**config.mk**
```make
export PLATFORM = sky130hd
export DESIGN_NAME = chroma_key_unpack
export DESIGN_NICKNAME = d
export VERILOG_FILES = /design/src/rtl/chroma_key_unpack.sv
export SDC_FILE = /design/constraint.sdc
export NUM_CORES = 1
export LEC_CHECK = 0
export CAP_MARGIN = 15
export CORE_AREA = 5 5 188 190
export CTS_CLUSTER_SIZE = 28
export DETAILED_ROUTE_END_ITERATION = 8
export DIE_AREA = 0 0 193 195
export PLACE_DENSITY = 0.62
export SLEW_MARGIN = 20
export SYNTH_ARGS = -nofsm -noshare
export SYNTH_HDL_FRONTEND = slang
export SYNTH_SLANG_ARGS = --single-unit
```
**constraint.sdc**
```tcl
create_clock -name clk -period 10.8 [get_ports clk]
set_input_delay 2.16 -clock clk [delete_from_list [all_inputs] [get_ports clk]]
set_output_delay 2.16 -clock clk [all_outputs]
set_load 0.01 [all_outputs]
```
**src/rtl/chroma_key_unpack.sv**
```systemverilog
// Unpacks 128-bit groups of four ARGB pixels and chroma-keys each pixel against a background group.
// Latency 1; back-to-back groups with no bubble; optional key statistics under CHROMA_STATS_EN.
module chroma_key_unpack #(
  parameter logic [7:0] KEY_MARGIN = 8'd40,
  parameter logic [7:0] GREEN_MIN  = 8'd100
) (
  input  logic         clk,
  input  logic         rst,
  input  logic         validInput,
  input  logic [127:0] in,
  input  logic [127:0] bgIn,
  output logic         inReady,
  output logic [31:0]  pixel,
  output logic         validOutput,
  input  logic         readyOut,
  output logic         isKey,
  output logic [15:0]  keyCount
);

  localparam logic [0:0] S_IDLE = 1'b0;
  localparam logic [0:0] S_EMIT = 1'b1;

  logic [0:0]   r_state;
  logic [1:0]   r_lane;
  logic [127:0] r_fg;
  logic [127:0] r_bg;

  logic [31:0]  w_fg_px;
  logic [31:0]  w_bg_px;
  logic [8:0]   w_r_lim;
  logic [8:0]   w_b_lim;
  logic         w_key;
  logic         w_emit;
  logic         w_take;
  logic         w_accept;

  // Lane 0 is the most significant pixel of the group.
  always_comb begin
    w_fg_px = r_fg[127:96];
    w_bg_px = r_bg[127:96];
    case (r_lane)
      2'd0: begin w_fg_px = r_fg[127:96]; w_bg_px = r_bg[127:96]; end
      2'd1: begin w_fg_px = r_fg[95:64];  w_bg_px = r_bg[95:64];  end
      2'd2: begin w_fg_px = r_fg[63:32];  w_bg_px = r_bg[63:32];  end
      default: begin w_fg_px = r_fg[31:0]; w_bg_px = r_bg[31:0]; end
    endcase
  end

  // Margin sums are 9 bits so R or B near 255 can never wrap into a false key.
  assign w_r_lim = {1'b0, w_fg_px[23:16]} + {1'b0, KEY_MARGIN};
  assign w_b_lim = {1'b0, w_fg_px[7:0]}   + {1'b0, KEY_MARGIN};
  assign w_key   = (w_fg_px[15:8] >= GREEN_MIN)
                && ({1'b0, w_fg_px[15:8]} > w_r_lim)
                && ({1'b0, w_fg_px[15:8]} > w_b_lim);

  assign w_emit      = (r_state == S_EMIT);
  assign validOutput = w_emit;
  assign isKey       = w_emit & w_key;
  assign pixel       = w_emit ? (w_key ? w_bg_px : w_fg_px) : 32'h0;
  assign w_take      = w_emit & readyOut;
  assign inReady     = !w_emit || ((r_lane == 2'd3) && readyOut);
  assign w_accept    = validInput & inReady;

  always_ff @(posedge clk) begin
    if (rst) begin
      r_state <= S_IDLE;
      r_lane  <= 2'd0;
      r_fg    <= '0;
      r_bg    <= '0;
    end else if (w_accept) begin
      r_state <= S_EMIT;
      r_lane  <= 2'd0;
      r_fg    <= in;
      r_bg    <= bgIn;
    end else if (w_take) begin
      if (r_lane == 2'd3) begin
        r_state <= S_IDLE;
        r_lane  <= 2'd0;
      end else begin
        r_lane  <= r_lane + 2'd1;
      end
    end
  end

`ifdef CHROMA_STATS_EN
  logic [15:0] r_key_count;

  always_ff @(posedge clk) begin
    if (rst) begin
      r_key_count <= 16'h0;
    end else if (w_take && w_key && (r_key_count != 16'hFFFF)) begin
      r_key_count <= r_key_count + 16'd1;
    end
  end

  assign keyCount = r_key_count;
`else
  assign keyCount = 16'h0;
`endif

endmodule

```
Word-level counts from Yosys, hierarchy flattened
Cells that the tools add are included.
{"block": "totals", "ff_bits": 259, "output_inout_bits": 51, "word_cells": 34}
{"block": "op_classes", "mux": 8, "order_cmp": 3, "add_sub_neg": 3, "n_eq_ne": 3, "n_reduce_logical": 10, "bitwise": 3}
{"cell": "32-bit one-hot mux with 3 select lines", "count": 2}
{"cell": "32-bit two-way mux", "count": 2}
{"cell": "8-bit by 6-bit adder with 9-bit output, second input constant", "count": 2}
{"cell": "8-bit by 9-bit greater-than comparator with 1-bit output", "count": 2}
{"cell": "8-bit by 7-bit >= comparator with 1-bit output, second input constant", "count": 1}
{"cell": "2-bit == test, second input constant", "count": 2}
{"cell": "2-bit nonzero test", "count": 2}
{"cell": "1-bit bitwise AND", "count": 3}
{"cell": "1-bit logical AND", "count": 3}
{"cell": "1-bit two-way mux", "count": 3}
{"cell": "2-bit by 1-bit adder with 2-bit output, second input constant", "count": 1}
{"cell": "2-bit by 1-bit == test with 1-bit output, second input constant", "count": 1}
{"cell": "2-bit logical NOT", "count": 1}
{"cell": "2-bit two-way mux", "count": 1}
{"cell": "2-bit AND reduction", "count": 1}
{"cell": "2-bit OR reduction", "count": 1}
{"cell": "1-bit logical NOT", "count": 1}
{"cell": "1-bit logical OR", "count": 1}

Logic depth before layout (Yosys ltp)
{"block": "depth", "depth_word": 8, "mapped_depth": 19, "ltp_nobuf": 14}

Worst setup path before layout
OpenSTA, ideal clock, no wires.
{"block": "synth_path", "path_kind": "register to output", "startpoint": "reg r_lane[0]", "endpoint": "out pixel[27]", "path_stages_with_launch": 20, "arrival_time_ns": 3.680, "t_required_ns": 8.640, "setup_slack_ns": 4.960, "n_path_buf": 6, "path_cell_list": "dfxtp_1 > ha_1 > buf_2 > inv_2 > buf_2 > clkbuf_1 > clkbuf_1 > nor2_1 > a21oi_1 > o21ai_0 > xor2_1 > ha_1 > nand4_1 > o22ai_1 > a41oi_1 > o21ai_0 > a2111o_1 > buf_6 > buf_6 > mux2_4"}
{"block": "synth_via", "elab_chain_cells": 8, "elab_cells_between_ends": 14, "cone_classes": "add/sub: 2; order compare: 3; eq/ne: 2; mux: 4; reduce/logical: 3"}
{"item": "start: declaration", "line": "24", "text": "logic [1:0] r_lane;"}
{"item": "start signal: assignment", "line": "80", "text": "r_lane <= r_lane + 2'd1;"}
{"item": "2-bit == test, or another cell as far along", "line": "41", "text": "case (r_lane)"}
{"item": "32-bit one-hot mux with 3 select lines", "line": "41"}
{"item": "8-bit by 6-bit adder with 9-bit output", "line": "50", "text": "assign w_r_lim = {1'b0, w_fg_px[23:16]} + {1'b0, KEY_MARGIN};"}
{"item": "8-bit by 9-bit greater-than comparator with 1-bit output", "line": "53", "text": "&& ({1'b0, w_fg_px[15:8]} > w_r_lim)"}
{"item": "1-bit logical AND", "line": "53"}
{"item": "1-bit logical AND", "line": "54", "text": "&& ({1'b0, w_fg_px[15:8]} > w_b_lim);"}
{"item": "32-bit two-way mux * (2 in a row)", "line": "59", "text": "assign pixel = w_emit ? (w_key ? w_bg_px : w_fg_px) : 32'h0;"}
{"item": "end: declaration", "line": "13", "text": "output logic [31:0] pixel,"}
Every way passes the cells marked *; elsewhere a longest branch is shown, timed or not.

Worst setup path in the final report
{"block": "layout_path", "startpoint": "reg r_lane[1]", "endpoint": "out pixel[25]"}
Same word-level chain as after synthesis.

==> results by group <==
Outcome
  • Status: completed

Clock tree
  • Worst-Skew Late Latency: ~550 ps
  • Clock Sinks: 259
  • Htree depth: 1
  • Maximum root-to-sink buffer count: 3
  • Cts hold-fix bufs: 0
  • Reg clk slew, reported paths: 60 ps
  • CTS tree: done
  • CTS buffer count: 30
  • Post CTS Setup Buffer Count: 0
  • Root buffer cell: clkbuf_16
  • Post-CTS Resized: 0

STA
  • Worst slew margin: between 20% and 30%
  • Final worst path period need: 8470 ps
  • Slew Limit Fails: 0
  • RSZ-0062 raised after global routing: no
  • Number of failing hold endpoints at the final stage: 0
  • Clock Skews: 13.5 ps
  • Max Clk Rate: approximately 0.12 GHz
  • Final setup viols: 0
  • Worst-margin pin slew: around 1100 ps
  • Setup TNS: 0 ps
  • Crit share post-route: between 70% and 80%

Layout
  • Area grow syn2layout: 35.5%
  • Nets: between 1500 and 2000
  • Final core utilization: 46.8%
  • Antenna cells: 0
  • Share of cells above drive strength 1: 4.60%

Critical path
  • Worst EP required: 8640 ps
  • Worst setup EP type: output pin
  • Reg2reg start: r_lane[1]$_SDFFE_PP0P_
  • CP startpoint: r_lane[1]$_SDFFE_PP0P_
  • Worst Setup Start Kind: register
  • CP max FO: 106
  • Critical path type: reg2out
  • Crit path arrival time: 6310 ps

Synth
  • Cell count after synthesis: ~1500
  • Yosys reg bits: 259
  • Area leader, netlist: dfxtp_1
  • Post-synth EDFFs: 0
  • Syn. warnings: 0
  • FFs w/ async S/R, synth: 0%
  • Cell variety after synth: 37
  • Top post-synthesis cells by area: dfxtp_1 45%, nand2_1 19%, a21oi_1 13%
  • Area of the mapped netlist: 11500 um^2
  • Top-area cell type share of the netlist area: between 40% and 50%
  • Sequential share of the synthesized area: 45.2%
  • Synth Area per Inst: 7.59 um^2
  • Ys flop type: dfxtp_1

Global route
  • Initial antenna violation count: 1
  • First-pass GRT wire length: 62.5 mm
  • Number of global-route vias before repair: 10900
  • Pin count of the biggest net entering global routing: approximately 120
  • Total congestion overflow: 0
  • Total Routing Usage GR: approximately a fifth

Power
  • Leakage: 6.13 nW
  • Max IR drop VDD: ~110 uV
  • Share of total power in combinational logic: 13.5%
  • Clock share of power: 43.5%
  • Reg power frac: between 40% and 50%
  • Pwr dens: between 150 and 200 nW/um^2
  • Switching Share: roughly 25%
  • Psw: a little over 0.6 mW
  • Int Power: 1.81 mW

Placed design
  • DP HPWL: 28.2 mm
  • Routability cong.: 0.833
  • Port buffer count: 294

Detailed routing
  • Routed WL per cell: 18.8 um
  • Detail Route Antenna Nets: 0
  • DR iter-0 viols: 1170
  • Drt drc: 0
  • Total Wirelength: 41.1 mm
  • Drt pass-1 iters: 8
  • Routed vias: roughly 11000
  • Vias per cell: about 5.2

Die
  • Die width: 193 um
  • IO Pins: slightly above 300
  • Core box area: 33300 um^2
  • Starting Density: 34.5%
  • Row Count: 67
  • Die area: roughly 38000 um^2
  • Die Ht: 195 um

Hold path
  • Source of the worst hold timing path: r_fg[31]$_SDFFE_PP0P_
  • Worst Hold Class: reg2reg

Run
  • Max Cap Violations: 0
power by group through the flow:
stage / Sequential (mW) / Clock (mW) / Combinational (mW)
after floorplan: 1.05 / 0 / 0.173
after global placement: 1.06 / 0 / 0.326
after detailed placement: 1.06 / 0 / 0.326
after CTS: 1.04 / 1.07 / 0.328
after global routing: 1.05 / 1.11 / 0.360
final: 1.04 / 1.05 / 0.326
placed cells by master (no fill, tap or decap), drive strengths merged, types with 2 or more instances in the layout:
master and n:
conb 16, nor3 5, o211ai 27, xor2 6
a222oi 64, o22ai 2, ha 22, nor2 26
clkinvlp 2, o21ai 10, and3 2, nand2 574
nand4 2, a21o 2, mux2i 26, clkinv 5
clkbuf 47, o211a 7, inv 8, mux2 7
a31oi 3, bufinv 2, dfxtp 259, or2 5
buf 8, clkdlybuf4s50 293, a21oi 288, nor2b 11
o21a 2
routing by layer:
layer  up-vias  GRT usage [%]  share of wire (%)
li1       5536              -                  -
met4         2           4.98                2.5
met3        66           4.55                8.3
met1      5263           29.6                 46
met2       439           31.8                 44
met5         -              0              0.032
cells in the mapped netlist, types with 5 or more instances:
library cell,number
dfxtp_1,259
nor2_1,26
buf_4,19
buf_1,8
ha_1,22
or2_2,5
o211ai_1,27
buf_2,6
nor2b_1,11
nand2_1,574
a21oi_1,288
o211a_1,7
a222oi_1,64
clkbuf_1,110
o21ai_0,10
inv_1,7
nor3_1,5
xor2_1,6
mux2i_1,26
area by class of cell:
type	instances	area [um^2]
fillers	3336	17700
multi-input cells	1114	5720
flip-flops and latches	259	5190
repair buffers	302	3010
clock buffers	46	942
well taps	448	561
clock inverters	9	108
inverters	8	32.5
critical path, stage by stage (launching register included):
cell	delay (ps)
dfxtp_1	410
ha_1	890
inv_4	650
a21oi_1	580
ha_1	270
xor2_1	170
ha_1	260
and3_1	160
and3_1	190
a41oi_1	190
o21ai_0	110
a2111o_2	880
mux2_2	450
clkdlybuf4s50_1	490
state kept, by name, summed over array words and instances, names as in the netlist:
register and cells:
validOutput 1, r_fg 128, r_bg 128, r_lane 2
final timing paths:
kind / to / slack, ps / cells past startpoint
worst max-delay path: pixel[25] / 2330 / 13
worst min-delay path: r_fg[31]$_SDFFE_PP0P_ / 450 / 2
worst max register to register: r_fg[4]$_SDFFE_PP0P_ / 7240 / 7
worst min register to register: r_fg[31]$_SDFFE_PP0P_ / 450 / 2
cell families after synthesis:
logic type	synth area share [%]
AO/OA/AOI/OAI	21.8
XOR/XNOR	0.458
adder cells (fa/ha/maj)	2.40
buffers and inverters	6.01
flip-flops	45.2
multiplexers	3.08
other	0.0327
AND/OR/NAND/NOR	21.0
metrics by stage:
step	instances	setup slack (ps)	hold WS [ps]	power, mW	cell area, um^2
4_1_cts	2186	2190	454	2.44	15600
2_1_floorplan	1528	4960	433	1.22	11500
6_report	2186	2330	452	2.42	15600
3_3_place_gp	2131	2950	442	1.39	14500
3_5_place_dp	2131	2810	446	1.39	14500
5_1_grt	2186	1850	466	2.52	15600
No activity file was read; power rests on OpenSTA's default activity.
